### config.mk
export PLATFORM = sky130hd
export DESIGN_NAME = gray_counter_ctrl_flat
export DESIGN_NICKNAME = d
export VERILOG_FILES = /design/src/rtl/gray_counter_ctrl_if.sv /design/src/rtl/gray_counter_ctrl.sv /design/src/flat_wrapper.sv
export SDC_FILE = /design/constraint.sdc
export NUM_CORES = 1
export LEC_CHECK = 0
export ABC_CLOCK_PERIOD_IN_PS = 2200
export CAP_MARGIN = 20
export CORE_MARGIN = 5
export CORE_UTILIZATION = 56
export DETAILED_ROUTE_END_ITERATION = 10
export PLACE_DENSITY = 0.76
export SYNTH_ARGS = -nofsm -noshare
export SYNTH_HDL_FRONTEND = slang
export SYNTH_SLANG_ARGS = --single-unit
export TNS_END_PERCENT = 10
### constraint.sdc
create_clock -name clk -period 2.2 [get_ports clk]
set_clock_uncertainty 0.1 [all_clocks]
set_input_delay 0.22 -clock clk [delete_from_list [all_inputs] [get_ports clk]]
set_output_delay 0.22 -clock clk [all_outputs]
set_load 0.02 [all_outputs]
### src/rtl/gray_counter_ctrl_if.sv
// Button, rate and counter-control signals between the
// run/stop/step/clear controller and its surroundings.
interface gray_counter_ctrl_if;
    logic       btn_run;
    logic       btn_step;
    logic       btn_clr;
    logic [1:0] speed;
    logic       clk_en;
    logic       cnt_clr;
    logic       running;
    logic [1:0] state;

    modport master (
        output btn_run,
        output btn_step,
        output btn_clr,
        output speed,
        input  clk_en,
        input  cnt_clr,
        input  running,
        input  state
    );

    modport slave (
        input  btn_run,
        input  btn_step,
        input  btn_clr,
        input  speed,
        output clk_en,
        output cnt_clr,
        output running,
        output state
    );
endinterface

### src/rtl/gray_counter_ctrl.sv
// Run/stop/step/clear sequencer for the Gray counter: debounced
// buttons, programmable-rate prescaler, registered strobes.
module gray_counter_ctrl #(
    parameter int DIST      = 100000000,
    parameter int DB_CYCLES = 1000000
) (
    input logic                clk,
    input logic                rst,
    gray_counter_ctrl_if.slave bus
);
    localparam int PW = $clog2(DIST + 1);
    localparam int CW = $clog2(DB_CYCLES + 1);
    localparam logic [PW-1:0] DIST_V = PW'(DIST);
    localparam logic [CW-1:0] DB_V   = CW'(DB_CYCLES);

    typedef enum logic [1:0] {
        STOPPED = 2'd0,
        RUNNING = 2'd1,
        STEP    = 2'd2,
        CLEAR   = 2'd3
    } state_t;

    logic [2:0] raw;
    logic [2:0] sync1;
    logic [2:0] sync2;
    logic [2:0] evt;

    assign raw = {bus.btn_clr, bus.btn_run, bus.btn_step};

    always_ff @(posedge clk) begin
        if (rst) begin
            sync1 <= '0;
            sync2 <= '0;
        end else begin
            sync1 <= raw;
            sync2 <= sync1;
        end
    end

    // armed=1 waits for a stable high, armed=0 for a stable low
    for (genvar i = 0; i < 3; i++) begin : g_db
        logic [CW-1:0] cnt;
        logic          armed;
        logic          ev;

        always_ff @(posedge clk) begin
            if (rst) begin
                cnt   <= '0;
                armed <= 1'b1;
                ev    <= 1'b0;
            end else begin
                ev <= 1'b0;
                if (sync2[i] == armed) begin
                    if (cnt == DB_V) begin
                        cnt   <= '0;
                        armed <= ~armed;
                        ev    <= armed;
                    end else begin
                        cnt <= cnt + 1'b1;
                    end
                end else begin
                    cnt <= '0;
                end
            end
        end

        assign evt[i] = ev;
    end

    logic clr_e;
    logic run_e;
    logic step_e;

    assign clr_e  = evt[2];
    assign run_e  = evt[1] & ~evt[2];
    assign step_e = evt[0] & ~evt[1] & ~evt[2];

    state_t        state_q;
    state_t        state_n;
    state_t        ret_q;
    state_t        ret_n;
    logic [PW-1:0] div_q;
    logic [PW-1:0] div_n;
    logic [PW-1:0] period;
    logic          tick;
    logic          clk_en_q;
    logic          clk_en_n;
    logic          cnt_clr_q;
    logic          cnt_clr_n;
    logic          running_q;
    logic          running_n;

    assign period = DIST_V >> {bus.speed, 1'b0};

    always_ff @(posedge clk) begin
        if (rst) begin
            state_q   <= STOPPED;
            ret_q     <= STOPPED;
            div_q     <= '0;
            clk_en_q  <= 1'b0;
            cnt_clr_q <= 1'b0;
            running_q <= 1'b0;
        end else begin
            state_q   <= state_n;
            ret_q     <= ret_n;
            div_q     <= div_n;
            clk_en_q  <= clk_en_n;
            cnt_clr_q <= cnt_clr_n;
            running_q <= running_n;
        end
    end

    always_comb begin
        state_n = state_q;
        ret_n   = ret_q;
        div_n   = '0;
        tick    = 1'b0;
        unique case (state_q)
            STOPPED: begin
                unique case (1'b1)
                    clr_e: begin
                        state_n = CLEAR;
                        ret_n   = STOPPED;
                    end
                    run_e:   state_n = RUNNING;
                    step_e:  state_n = STEP;
                    default: ;
                endcase
            end
            RUNNING: begin
                // >= lets a faster speed take effect at once
                tick = div_q >= period - 1'b1;
                unique case (1'b1)
                    clr_e: begin
                        state_n = CLEAR;
                        ret_n   = RUNNING;
                    end
                    run_e:   state_n = STOPPED;
                    default: div_n = tick ? '0 : div_q + 1'b1;
                endcase
            end
            STEP:  state_n = STOPPED;
            CLEAR: state_n = ret_q;
        endcase
        clk_en_n  = (state_n == STEP) |
                    (state_q == RUNNING && state_n == RUNNING && tick);
        cnt_clr_n = state_n == CLEAR;
        running_n = state_n == RUNNING;
    end

    assign bus.clk_en  = clk_en_q;
    assign bus.cnt_clr = cnt_clr_q;
    assign bus.running = running_q;
    assign bus.state   = state_q;
endmodule

### src/flat_wrapper.sv
// flat-port wrapper written by rule: the top's interface ports become plain ports
module gray_counter_ctrl_flat 
#(
    parameter int DIST      = 100000000,
    parameter int DB_CYCLES = 1000000
)
  (clk, rst, bus_btn_run, bus_btn_step, bus_btn_clr, bus_speed, bus_clk_en, bus_cnt_clr, bus_running, bus_state);
  gray_counter_ctrl_if bus_i ();
  input logic clk;
  input logic rst;
  input wire logic [$bits(bus_i.btn_run)-1:0] bus_btn_run;
  input wire logic [$bits(bus_i.btn_step)-1:0] bus_btn_step;
  input wire logic [$bits(bus_i.btn_clr)-1:0] bus_btn_clr;
  input wire logic [$bits(bus_i.speed)-1:0] bus_speed;
  output wire logic [$bits(bus_i.clk_en)-1:0] bus_clk_en;
  output wire logic [$bits(bus_i.cnt_clr)-1:0] bus_cnt_clr;
  output wire logic [$bits(bus_i.running)-1:0] bus_running;
  output wire logic [$bits(bus_i.state)-1:0] bus_state;
  assign bus_i.btn_run = bus_btn_run;
  assign bus_i.btn_step = bus_btn_step;
  assign bus_i.btn_clr = bus_btn_clr;
  assign bus_i.speed = bus_speed;
  assign bus_clk_en = bus_i.clk_en;
  assign bus_cnt_clr = bus_i.cnt_clr;
  assign bus_running = bus_i.running;
  assign bus_state = bus_i.state;
  gray_counter_ctrl #(.DIST(DIST), .DB_CYCLES(DB_CYCLES)) u_core (.clk(clk), .rst(rst), .bus(bus_i));
endmodule
==> impl_results.md <==
* WP data arrival at 2.31 ns
* Overflow after GRT at 0
* DR vias/cell at 5.489
* Pre-antenna DRT Iters at 4
* Switching share of power at 22.65%
* Final number of hold-violating endpoints at 0
* I/O pins at 12
* Critical hold path startpoint: bus_btn_step
* FF-to-FF Start: u_core.div_q[26]
* Wire per inst at 13.54 um
* Final period utilization at 98.99%
* Crit-path cells: buf_4 > clkinvlp_4 > ha_4 > inv_2 > ha_4 > nand4_1 > nor4_4 > nand4_1 > o211ai_4 > clkbuf_16 > nor3_2
* Gate power share at 3.4%
* # fillers at 714
* Gpl congestion at 0.8403
* Cell family with most CP delay: simple AND/OR/NAND/NOR gates
* Num CTS Buffers at 9
* Slew headroom at 61.56%
* Clk sinks at 105
* Synth top cells by count: dfxtp_1 (105), nor2_1 (80), xor2_1 (43), nand2_1 (40), xnor2_1 (37)
* Synth top area cells: dfxtp_1 (41%), ha_1 (8.0%), xor2_1 (7.3%), xnor2_1 (6.3%), nor2_1 (5.8%)
* Pwr dens at 525.9 mW/mm^2
* CP bufs+invs at 4
* CP Max Fanout at 6
* Synthesized area at 0.005154 mm^2
* Critical Path RT at 2.33 ns
* Layout Cells excl Fill at 720
* VDD IR max at 0.3118 mV
* Setup crit start kind: input port
* FF-to-FF path depth at 7
* Fraction of layout cells with a size suffix above 1 at 16.58%
* Area leader, netlist: dfxtp_1
* Seq pwr share at 61.6%
* Minimum clock period at 2.178 ns
* Hold-fix buffers, CTS at 0
* Routed wl met2 at 4.803 mm
* Final slew viol count at 0
* CTS tree: yes
* Hold path depth at 2
* Largest net degree at the start of global routing at 28
* Hold Crit Endpoint: u_core.sync1[0]
* Clock-pin slew on the worst setup and hold paths at 0.10 ns
* First-pass GRT wire length at 17.42 mm
* All-Layer GR Usage at 18.48%
* RSZ-0062 raised after global routing: yes
* Tightest Pin Transition at 0.5719 ns
* Post-synth ARST share at 0%
* Cell with the most instances after synthesis: dfxtp_1
* DRC at 0
* Area grow syn2layout at 14.47%
* PnR Total Power at 3.102 mW
* Slowest cell on crit path: o211ai_4
* Starting Density at 56.58%
* Top cell type's share of synthesized area at 40.79%
* Worst hold path class: input port to flop
* Syn_area_per_cell at 9.089 um^2
* Initial DRC count at 127
* Max Root-Sink Buffers at 2
* Chip Width at 105.9 um
* Area of placed instances at 0.005599 mm^2
* CP Capture Type: flop
* Die Area at 0.01122 mm^2
* CP Class: input port to flop
* P_leak at 2.019 nW
* CP peak stage delay at 0.39 ns
* # setup viols final at 0
* Port Buffers at 11
* Clk network pwr share at 35.0%
* Syn Nets at 607
* Met1 wire length at 4.495 mm
* Post-synth EDFFs at 0
* Final HPWL DP at 7.117 mm
* Reg2reg end: u_core.div_q[24]
* Antenna violations before repair at 0
* Max-cap violation count at 0
* Slack of the critical path at 0.02221 ns
* Hold_ws at 0.3010 ns
* Rows at 35
* Setup TNS at 0 ns
* Status: finished, final reports clean
* H-tree levels at 3
* Post-Place Worst Slack at -0.7520 ns
* Prevailing post-synth register cell: dfxtp_1
* Routed WL at 9.749 mm
* Cells after synthesis at 567
* Syn. warnings at 0
* Clock latency on the worst-skew pair at 0.36 ns
* Routed Antenna Nets at 0
* Max frequency at 459.2 MHz
* Vias in the first global route at 3980
* Cell Int Power at 2.399 mW
* Diodes inserted at 0
* Netlist cell types at 47
* Seq cells post-synth at 105
* Design area at 0.005899 mm^2
* Part of the Yosys area used for sequential elements at 40.79%
* Placed cell count at 701
* Net Sw Power at 0.7028 mW
* Via count at 3952
* Fin nets at 645
* Met3 wire length at 333 um
* Worst R2R Setup Slack at 0.03 ns
* Core area at 0.009109 mm^2
* Max Used Layer: met4
* Die height at 105.9 um
* Root Driver: clkbuf_8
* Final Core Density at 64.77%
-- worst max path at each step --
stage | to | depth (start not counted) | from | slack [ns]
floorplan | u_core.div_q[11] | 10 | bus_speed[1] | -0.03
CTS | u_core.bus.clk_en | 11 | bus_speed[1] | -0.03
global route | u_core.div_q[14] | 11 | bus_speed[0] | -0.05
finish | u_core.div_q[24] | 11 | bus_speed[0] | 0.02
detailed placement | u_core.div_q[8] | 11 | bus_speed[1] | -0.75
global placement | u_core.bus.clk_en | 11 | bus_speed[1] | -0.70
-- layout make-up --
class	count	area [um^2]	area share [%]
flip-flops and latches	105	2106	35.69
multi-input cells	427	3020	51.20
repair buffers	41	371.6	6.299
inverters	21	86.33	1.463
well taps	111	138.9	2.354
clock inverters	5	38.79	0.6575
clock buffers	10	137.6	2.333
-- power groups by stage --
stage	combinational, mW	clock [mW]	sequential, mW
final	0.106	1.09	1.91
after CTS	0.0996	1.12	1.91
after detailed placement	0.0995	0	1.95
after global routing	0.118	1.20	1.91
after global placement	0.0932	0	1.95
after floorplan	0.0560	0	1.95
-- repair_timing --
item / CTS / global route
gates resized for setup: 6 / 22
cloned: 0 / 1
pin swaps: 4 / 10
setup buffers: 1 / 2
endpoints found under the setup margin: 28 / 47
-- placed cells by master, fill, tap and decap left out, types with 4 or more instances in the layout --
cell	instances
clkdlybuf4s50_1	9
nor4b_1	4
nand2_1	40
nor3_1	22
a21oi_1	9
buf_4	27
nor3_2	22
dfxtp_1	102
nor2_1	80
and4_1	9
ha_1	26
nand3_1	27
nor4_1	6
and3_1	15
xor2_1	43
nor2b_1	10
inv_1	18
ha_4	5
nand4_1	25
clkbuf_8	10
or2_2	5
xnor2_1	37
-- flip-flops by register name, summed over array words and instances, names as in the netlist, 2 cells and up --
name,flops
u_core.bus.state,2
u_core.sync2,3
u_core.div_q,27
u_core.g_db.cnt,60
u_core.sync1,3
u_core.g_db.ev,2
u_core.g_db.armed,3
-- per-layer routing --
| metal | vias up | track usage, % |
|---|---|---|
| met2 | 62 | 31.06 |
| met4 | 0 | 5.550 |
| met5 | - | 0 |
| met3 | 12 | 4.007 |
| li1 | 2026 | - |
| met1 | 1852 | 23.86 |
-- cells by family (layout without fill, tap and decap cells) --
group,after synthesis,in the layout,share of synthesized area (%)
multiplexers,1,1,0.1942
AO/OA/AOI/OAI,27,27,3.933
XOR/XNOR,80,80,13.60
adder cells (fa/ha/maj),33,33,8.012
AND/OR/NAND/NOR,284,284,30.42
flip-flops,105,105,40.79
other,2,2,0.1457
buffers and inverters,35,77,2.913
No activity file was read; power rests on OpenSTA's default activity.
